File: src/rtl/fanout_fork_ctrl_if.sv
// rtl/fanout_fork_ctrl_if.sv - fork stream bundle: one upstream token, per-branch valid/ready
interface fanout_fork_ctrl_if #(
   parameter int NUM_BRANCH = 9,
   parameter int DATA_W     = 17
);
   logic                  in_valid;
   logic [DATA_W-1:0]     in_data;
   logic                  in_ready;
   logic [NUM_BRANCH-1:0] out_valid;
   logic [DATA_W-1:0]     out_data;
   logic [NUM_BRANCH-1:0] out_ready;

   modport master (
      output in_valid, in_data, out_ready,
      input  in_ready, out_valid, out_data
   );

   modport slave (
      input  in_valid, in_data, out_ready,
      output in_ready, out_valid, out_data
   );
endinterface

File: src/rtl/fanout_fork_ctrl.sv
// rtl/fanout_fork_ctrl.sv - eager fork controller with token-safe mask reconfiguration
// Optional FANOUT_FORK_TOKEN_CNT_EN adds tok_cnt_o/drop_cnt_o completion counters.
module fanout_fork_ctrl #(
   parameter int                    NUM_BRANCH = 9,
   parameter int                    DATA_W     = 17,
   parameter logic [NUM_BRANCH-1:0] EN_RST     = '0,
   parameter logic [NUM_BRANCH-1:0] SEL_RST    = '0
) (
   input  logic                  clk,
   input  logic                  rst_n,
   fanout_fork_ctrl_if.slave     s_if,
`ifdef FANOUT_FORK_TOKEN_CNT_EN
   output logic [31:0]           tok_cnt_o,
   output logic [31:0]           drop_cnt_o,
`endif
   input  logic                  cfg_wr_i,
   input  logic [NUM_BRANCH-1:0] cfg_en_i,
   input  logic [NUM_BRANCH-1:0] cfg_sel_i,
   output logic                  cfg_busy_o,
   output logic [NUM_BRANCH-1:0] active_mask_o
);

   typedef enum logic [1:0] {IDLE, PART, RECFG} state_t;

   state_t                state_q, state_d;
   logic [NUM_BRANCH-1:0] en_q, en_d, sel_q, sel_d;
   logic [NUM_BRANCH-1:0] pend_en_q, pend_en_d, pend_sel_q, pend_sel_d;
   logic [NUM_BRANCH-1:0] done_q, done_d;
   logic [NUM_BRANCH-1:0] act, fire;
   logic [DATA_W-1:0]     data;
   logic                  fire_all, part_fire, apply;

   assign act  = en_q & sel_q;
   assign data = s_if.in_data;

   // rst_n is folded into the handshake so nothing fires while reset is held
   assign s_if.out_valid = {NUM_BRANCH{s_if.in_valid & rst_n}} & act & ~done_q;
   assign s_if.in_ready  = rst_n & (&(~act | done_q | s_if.out_ready));
   assign s_if.out_data  = data;

   assign fire      = s_if.out_valid & s_if.out_ready;
   assign fire_all  = s_if.in_valid & s_if.in_ready;
   assign part_fire = ~fire_all & (|fire);

   assign cfg_busy_o    = (state_q == RECFG);
   assign active_mask_o = act;

   always_comb begin
      state_d    = state_q;
      en_d       = en_q;
      sel_d      = sel_q;
      pend_en_d  = pend_en_q;
      pend_sel_d = pend_sel_q;
      apply      = 1'b0;
      done_d     = fire_all ? '0 : (done_q | fire);

      case (state_q)
         IDLE: begin
            if (part_fire) begin
               state_d = PART;
               if (cfg_wr_i) begin
                  pend_en_d  = cfg_en_i;
                  pend_sel_d = cfg_sel_i;
                  state_d    = RECFG;
               end
            end else if (cfg_wr_i) begin
               en_d  = cfg_en_i;
               sel_d = cfg_sel_i;
               apply = 1'b1;
            end
         end
         PART: begin
            if (fire_all) begin
               state_d = IDLE;
               if (cfg_wr_i) begin
                  en_d  = cfg_en_i;
                  sel_d = cfg_sel_i;
                  apply = 1'b1;
               end
            end else if (cfg_wr_i) begin
               pend_en_d  = cfg_en_i;
               pend_sel_d = cfg_sel_i;
               state_d    = RECFG;
            end
         end
         RECFG: begin
            // a write landing on the completing cycle is newer than the held one
            if (fire_all) begin
               state_d = IDLE;
               en_d    = cfg_wr_i ? cfg_en_i  : pend_en_q;
               sel_d   = cfg_wr_i ? cfg_sel_i : pend_sel_q;
               apply   = 1'b1;
            end else if (cfg_wr_i) begin
               pend_en_d  = cfg_en_i;
               pend_sel_d = cfg_sel_i;
            end
         end
         default: state_d = IDLE;
      endcase
   end

   always_ff @(posedge clk or negedge rst_n) begin
      if (!rst_n) begin
         state_q    <= IDLE;
         en_q       <= EN_RST;
         sel_q      <= SEL_RST;
         pend_en_q  <= '0;
         pend_sel_q <= '0;
         done_q     <= '0;
      end else begin
         state_q    <= state_d;
         en_q       <= en_d;
         sel_q      <= sel_d;
         pend_en_q  <= pend_en_d;
         pend_sel_q <= pend_sel_d;
         done_q     <= done_d;
      end
   end

`ifdef FANOUT_FORK_TOKEN_CNT_EN
   logic [31:0] tok_cnt_q, tok_cnt_d, drop_cnt_q, drop_cnt_d;

   // a mask change restarts both counts, including a token completing on that edge
   always_comb begin
      tok_cnt_d  = tok_cnt_q;
      drop_cnt_d = drop_cnt_q;
      if (apply) begin
         tok_cnt_d  = '0;
         drop_cnt_d = '0;
      end else if (fire_all) begin
         if (|act) tok_cnt_d  = tok_cnt_q + 32'd1;
         else      drop_cnt_d = drop_cnt_q + 32'd1;
      end
   end

   always_ff @(posedge clk or negedge rst_n) begin
      if (!rst_n) begin
         tok_cnt_q  <= '0;
         drop_cnt_q <= '0;
      end else begin
         tok_cnt_q  <= tok_cnt_d;
         drop_cnt_q <= drop_cnt_d;
      end
   end

   assign tok_cnt_o  = tok_cnt_q;
   assign drop_cnt_o = drop_cnt_q;
`else
   logic unused_apply;
   assign unused_apply = apply;
`endif

   hold_valid_a: assert property (@(posedge clk) disable iff (!rst_n)
      (|done_q) |-> s_if.in_valid)
      else $error("in_valid dropped while a token was partially accepted");

endmodule

File: src/flat_wrapper.sv
// flat-port wrapper written by rule: the top's interface ports become plain ports
module fanout_fork_ctrl_flat 
#(
   parameter int                    NUM_BRANCH = 9,
   parameter int                    DATA_W     = 17,
   parameter logic [NUM_BRANCH-1:0] EN_RST     = '0,
   parameter logic [NUM_BRANCH-1:0] SEL_RST    = '0
)
  (clk, rst_n, cfg_wr_i, cfg_en_i, cfg_sel_i, cfg_busy_o, active_mask_o, s_if_in_valid, s_if_in_data, s_if_out_ready, s_if_in_ready, s_if_out_valid, s_if_out_data);
  fanout_fork_ctrl_if #(.NUM_BRANCH(NUM_BRANCH), .DATA_W(DATA_W)) s_if_i ();
  input  logic clk;
  input  logic rst_n;
  input  logic cfg_wr_i;
  input  logic [NUM_BRANCH-1:0] cfg_en_i;
  input  logic [NUM_BRANCH-1:0] cfg_sel_i;
  output logic cfg_busy_o;
  output logic [NUM_BRANCH-1:0] active_mask_o;
  input wire logic [$bits(s_if_i.in_valid)-1:0] s_if_in_valid;
  input wire logic [$bits(s_if_i.in_data)-1:0] s_if_in_data;
  input wire logic [$bits(s_if_i.out_ready)-1:0] s_if_out_ready;
  output wire logic [$bits(s_if_i.in_ready)-1:0] s_if_in_ready;
  output wire logic [$bits(s_if_i.out_valid)-1:0] s_if_out_valid;
  output wire logic [$bits(s_if_i.out_data)-1:0] s_if_out_data;
  assign s_if_i.in_valid = s_if_in_valid;
  assign s_if_i.in_data = s_if_in_data;
  assign s_if_i.out_ready = s_if_out_ready;
  assign s_if_in_ready = s_if_i.in_ready;
  assign s_if_out_valid = s_if_i.out_valid;
  assign s_if_out_data = s_if_i.out_data;
  fanout_fork_ctrl #(.NUM_BRANCH(NUM_BRANCH), .DATA_W(DATA_W), .EN_RST(EN_RST), .SEL_RST(SEL_RST)) u_core (.clk(clk), .rst_n(rst_n), .s_if(s_if_i), .cfg_wr_i(cfg_wr_i), .cfg_en_i(cfg_en_i), .cfg_sel_i(cfg_sel_i), .cfg_busy_o(cfg_busy_o), .active_mask_o(active_mask_o));
endmodule
File: config.mk
export PLATFORM = sky130hd
export DESIGN_NAME = fanout_fork_ctrl_flat
export DESIGN_NICKNAME = d
export VERILOG_FILES = /design/src/rtl/fanout_fork_ctrl_if.sv /design/src/rtl/fanout_fork_ctrl.sv /design/src/flat_wrapper.sv
export SDC_FILE = /design/constraint.sdc
export NUM_CORES = 1
export LEC_CHECK = 0
export CORE_ASPECT_RATIO = 1.5
export CORE_MARGIN = 4
export CORE_UTILIZATION = 45
export DETAILED_ROUTE_END_ITERATION = 8
export MAX_ROUTING_LAYER = met4
export PLACE_DENSITY = 0.85
export SYNTH_ARGS = -nofsm -noshare
export SYNTH_HDL_FRONTEND = slang
export SYNTH_SLANG_ARGS = --single-unit
File: constraint.sdc
create_clock -name clk -period 5.3 [get_ports clk]
set_input_delay 1.06 -clock clk [delete_from_list [all_inputs] [get_ports clk]]
set_output_delay 1.06 -clock clk [all_outputs]
set_load 0.01 [all_outputs]
==> results of run 1 <==
## synthesized netlist by cell type (all sizes together), types with 2 or more instances
| library cell | instances |
|---|---|
| nor4bb | 2 |
| nand3b | 6 |
| and2 | 8 |
| inv | 8 |
| a31oi | 4 |
| buf | 20 |
| a311oi | 2 |
| ha | 4 |
| a211oi | 2 |
| nand3 | 7 |
| nor3 | 10 |
| o32ai | 3 |
| dfrtp | 47 |
| mux2 | 54 |
| a21oi | 3 |
| clkbuf | 3 |
| nor2 | 19 |
| nand2 | 8 |
## per-layer routing
layer	up-vias	wire, um	GRT usage
met5	-	0	-
met4	0	167	0.0917
met3	21	306	0.0381
met2	61	2660	0.259
met1	886	2310	0.199
li1	852	-	-
## worst reg2reg max path, cell delays in order, from the launching register on
cell and delay (ps):
dfrtp_1 410, nand3b_1 180, nor2_2 70, or4_4 510, or3_1 420, a311oi_4 920, mux2_2 430
## metrics by stage
step            util  total power, mW  instances  hold slack (ps)
2_1_floorplan      -             1.22        223              457
3_3_place_gp   0.544             1.42        322              482
3_5_place_dp   0.544             1.46        322              488
4_1_cts        0.566             1.74        330              510
5_1_grt        0.566             1.84        330              521
6_report       0.566             1.73        330              505
## worst min path at each step
stage	cells after the start	endpoint	slack (ps)
6_report	2	u_core.done_q[4]	500
5_1_grt	1	u_core.pend_en_q[1]	520
4_1_cts	1	u_core.pend_en_q[2]	510
3_5_place_dp	1	u_core.sel_q[3]	490
3_3_place_gp	1	u_core.sel_q[3]	480
2_1_floorplan	2	u_core.done_q[4]	460
## cell usage in the layout, fill, tap and decap left out, types with 2 or more instances in the layout
cell,Yosys,routed
ha_1,4,4
mux2_2,54,54
nor3_1,10,10
o32ai_1,3,3
nand2_1,8,8
a21oi_1,2,2
nand3_1,7,7
a31oi_1,4,4
a211oi_1,2,2
buf_4,18,2
dfrtp_1,47,47
clkdlybuf4s50_1,0,49
and2_1,8,8
nand3b_1,6,6
nor2_1,18,18
inv_1,8,8
nor4bb_1,2,2
clkbuf_8,0,6
## power breakdown
group | switching (mW) | internal (mW)
sequential | 0.105 | 0.537
clock | 0.123 | 0.155
combinational | 0.355 | 0.452
total | 0.583 | 1.14
## state kept, by name (all words and copies together) (netlist names)
signal / cells
u_core.en_q: 9
u_core.sel_q: 9
u_core.pend_sel_q: 9
u_core.pend_en_q: 9
u_core.done_q: 9
u_core.state_q: 2
## kinds of logic (layout without fill, tap and decap cells)
logic type | after synthesis | in the layout | share of synthesized area
fa+ha+maj | 4 | 4 | 0.0196
compound gates | 20 | 20 | 0.0666
mux | 54 | 54 | 0.238
simple gates | 67 | 67 | 0.140
buf+inv | 31 | 68 | 0.0755
flops | 47 | 47 | 0.461
## layout make-up
type / count / area (um2) / area share
tap: 70 / 87.6 / 0.0282
clock inverter: 2 / 38.8 / 0.0125
inverter: 8 / 30.0 / 0.00965
multi-input combinational: 145 / 1180 / 0.381
timing repair buffer: 52 / 510 / 0.164
clock buffer: 6 / 82.6 / 0.0265
sequential: 47 / 1180 / 0.378
==> metrics.md, run 1 <==
| Metric | Value |
|---|---|
| Outcome | `complete, no violations` |
| Final worst-path cycle share | `0.752` |
| Final WS setup | `1310 ps` |
| Yosys warning count | `0` |
| Worst Setup SP | `s_if_out_ready[7]` |
| Most frequent CP cell | `clkdlybuf4s50_1` |
| Post-cts gate resize count | `0` |
| CP Launch Type | `input pin` |
| Vias | `1,820` |
| WP data arrival | `2930 ps` |
| Final #Nets | `311` |
| Share of layout cells above drive strength 1 | `0.269` |
| Sequential cell area fraction in the yosys report | `0.461` |
| DP Wirelength | `4130 um` |
| Core footprint | `5490 um2` |
| Placer Congestion | `0.819` |
| CTS tree | `built` |
| First drt pass iteration count | `4` |
| Chip Height | `100 um` |
| H-tree depth | `2` |
| Final min period | `3990 ps` |
| Place WS | `1100 ps` |
| CP Capture Type | `output port` |
| Die area | `6970 um2` |
| P_leak | `1.30 nW` |
| Crit path to | `s_if_in_ready` |
| Num ports | `85` |
| Initial DRC count | `104` |
| WP buf/inv | `2` |
| Mapped cell area | `2550 um2` |
| Hold violation count in the final report | `0` |
| Hold crit path type | `reg -> reg` |
| Number of setup violations in the final report | `0` |
| Global route total overflow | `0` |
| WL/cell | `16.5 um` |
| RSZ-0062 raised after global routing | `false` |
| DRC violations left | `0` |
| Layout Skew | `8.57 ps` |
| Fillcell total | `465` |
| Tot GR Track Use | `0.166` |
| CTS sink count | `47` |
| Placed Area | `2990 um2` |
| Max-capacitance violation count | `0` |
| Row cnt | `33` |
| Async set-reset flop share out of synthesis | `1.00` |
| Yosys top cell area share | `0.461` |
| Ranking of synthesized cells by area | `dfrtp_1, mux2_2, buf_4` |
| Largest net degree at the start of global routing | `38` |
| Worst-Skew Late Latency | `310 ps` |
| Fin area | `3110 um2` |
| Top_reg_cell synth | `dfrtp_1` |
| Hold_buf cts | `0` |
| First-pass GRT wire length | `8850 um` |
| Critical Path Fanout Max | `6` |
| Slew Viols, Final | `0` |
| Net count after synthesis | `275` |
| #FFs+latches synth | `47` |
| Num CTS Buffers | `5` |
| R2r endpoint | `u_core.sel_q[3]` |
| Vias/cell | `5.52` |
| Post-synth EDFFs | `0` |
| Area leader, netlist | `dfrtp_1` |
| Setup TNS | `0 ps` |
| Slowest CP cell | `clkdlybuf4s50_1` |
| Worst Reg-to-Reg Cells | `6` |
| N_diodes | `0` |
| Max frequency | `251 MHz` |
| Slew @ Worst Pin | `1000 ps` |
| WP data required | `4240 ps` |
| Netlist cell types | `36` |
| Die Wd | `69.5 um` |
| Post-CTS setup buffer count | `0` |
| Drt total wl | `5440 um` |
| CP cell instances | `clkdlybuf4s50_1 > o32ai_1 > nor3_1 > and3_1 > clkdlybuf4s50_1` |
| Avg Cell Area, Syn | `11.5 um2` |
| WP depth | `5` |
| Routed Antenna Nets | `0` |
| Worst-path clk slew | `90 ps` |
| Critical path's top delay family | `buffers and inverters` |
| I/O Buffers | `50` |
| Critical R2R Launch | `u_core.sel_q[4]` |
| Slew margin rel. | `0.333` |
| Min-delay src | `u_core.done_q[4]` |
| Starting density of the core | `0.465` |
| Layout overhead on the synthesized area | `21.8%` |
| Max clock buf depth | `2` |
| Critical path class | `in -> out` |
| Initial antenna violation count | `0` |
| Vias in the first global route | `1,865` |
| R2r setup slk | `2250 ps` |
| CTS Root Cell | `clkbuf_8` |
| Post-Syn Instances | `223` |
| Pwr dens | `555 nW/um2` |
| Highest cell delay on the worst timing path | `530 ps` |
| Max VDD drop | `0.251 mV` |
Power figures use the tool's default switching activity.
==> run 2: changes to the inputs <==
- clock period: 5.3 -> 4 ns (I/O delays scaled with it)
==> run 2 against run 1 <==
Net effect: clock skew shrank 1.8 ps; die area is the same; via count grew 1.9%; sequential power grew 32%; combinational power grew 35%; core utilization shrank 0.21 points; register-to-register slack lost 930 ps; largest cell class unchanged.
==> metrics.md, run 2 (synthesis gave the netlist of run 1 again) <==
| Metric | Value |
|---|---|
| I/O Buffers | `50` |
| Post-CTS setup buffer count | `0` |
| Max VDD drop | `0.319 mV` |
| Tot GR Track Use | `0.164` |
| Critical path class | `in -> out` |
| Clock network power share | `0.134` |
| Routed Antenna Nets | `0` |
| Row cnt | `33` |
| Largest net degree at the start of global routing | `32` |
| Setup TNS | `0 ps` |
| Vias | `1,854` |
| Sw Share | `0.345` |
| Slew Viols, Final | `0` |
| Internal | `1.47 mW` |
| Max frequency | `281 MHz` |
| Vias/cell | `5.58` |
| CP Capture Type | `output port` |
| Most common cell after layout, fill and taps aside | `mux2_2` |
| Core footprint | `5490 um2` |
| DP Wirelength | `4100 um` |
| Worst-path clk slew | `90 ps` |
| Hold_buf cts | `0` |
| Critical Path Fanout Max | `6` |
| P_leak | `1.29 nW` |
| CTS sink count | `47` |
| Chip Height | `100 um` |
| Final #Nets | `313` |
| CP Launch Type | `input pin` |
| Slew margin rel. | `0.446` |
| Max clock buf depth | `2` |
| Outcome | `complete, no violations` |
| Share of layout cells above drive strength 1 | `0.271` |
| H-tree depth | `2` |
| N_diodes | `0` |
| Pwr dens | `722 nW/um2` |
| Hold crit path type | `in -> async` |
| Vias in the first global route | `1,912` |
| Placer Congestion | `0.834` |
| Combinational fraction of design power | `0.486` |
| WL/cell | `16.3 um` |
| CTS tree | `built` |
| Final min period | `3560 ps` |
| WP data required | `3200 ps` |
| Layout overhead on the synthesized area | `21.4%` |
| Slew @ Worst Pin | `829 ps` |
| Number of setup violations in the final report | `0` |
| Layout Skew | `6.74 ps` |
| Pwr Total | `2.24 mW` |
| Num ports | `85` |
| WP data arrival | `2760 ps` |
| RSZ-0062 raised after global routing | `false` |
| Final worst-path cycle share | `0.891` |
| Post-cts gate resize count | `0` |
| Die area | `6970 um2` |
| CTS Root Cell | `clkbuf_8` |
| Die Wd | `69.5 um` |
| Worst-Skew Late Latency | `300 ps` |
| Initial antenna violation count | `0` |
| DRC violations left | `0` |
| Max-capacitance violation count | `0` |
| Initial DRC count | `152` |
| Reg power frac | `0.380` |
| First-pass GRT wire length | `8830 um` |
| Hold violation count in the final report | `0` |
| Global route total overflow | `0` |
| Most frequent cells in the layout | `mux2_2, clkdlybuf4s50_1, dfrtp_1` |
| Drt total wl | `5420 um` |
| First drt pass iteration count | `4` |
| Starting density of the core | `0.465` |
| Switching Power | `771 uW` |
| Num CTS Buffers | `5` |
[run 2: cell count changes in the layout (fill, tap and decap cells not counted)]
| cell | change |
|---|---|
| buf_4 | +2 |
| bufinv_16 | -1 |
| clkbuf_1 | +1 |
| clkinv_4 | +1 |
| inv_6 | -1 |
[run 2: worst paths after layout]
path                       slack (ps)  cells after the start            startpoint              endpoint
max reg2reg                      1320                      7        u_core.en_q[4]        u_core.en_q[5]
max in group asynchronous        2760                      2                 rst_n   u_core.pend_en_q[0]
max                               440                      5     s_if_out_ready[6]         s_if_in_ready
min                               460                      1                 rst_n      u_core.done_q[1]
min reg2reg                       510                      1  u_core.pend_sel_q[3]  u_core.pend_sel_q[3]
min in group clk                  510                      1  u_core.pend_sel_q[3]  u_core.pend_sel_q[3]
[run 2: layer usage]
metal,up-vias,GRT usage,wire length [um]
li1,863,-,-
met5,-,-,0
met4,0,0.0962,221
met3,26,0.0321,305
met2,66,0.261,2560
met1,899,0.191,2330
[run 2: per-stage QoR]
stage	hold slack [ps]	instances	setup slack (ps)	util	cell area, um2
5_1_grt	484	332	294	0.564	3100
4_1_cts	467	332	452	0.564	3100
3_3_place_gp	482	324	489	0.547	3000
6_report	464	332	436	0.564	3100
3_5_place_dp	493	324	432	0.547	3000
2_1_floorplan	457	223	986	-	2550
[run 2: final cells by class]
type | count | area, um2
Sequential cell | 47 | 1180
Clock inverter | 1 | 8.76
Timing Repair Buffer | 54 | 526
Tap cell | 70 | 87.6
Fill cell | 469 | 2390
Inverter | 8 | 30.0
Clock buffer | 7 | 86.3
Multi-Input combinational cell | 145 | 1180
[run 2: critical path: stages]
cell	delay, ps
clkdlybuf4s50_1	510
o32ai_1	110
nor3_1	530
and3_1	270
clkdlybuf4s50_1	530
[run 2: power by group through the flow]
stage	Sequential (mW)	Clock, mW	Combinational (mW)
floorplan	0.814	0	0.803
global placement	0.842	0	1.06
detailed placement	0.858	0	1.09
CTS	0.849	0.304	1.10
global route	0.878	0.324	1.18
finish	0.850	0.299	1.09
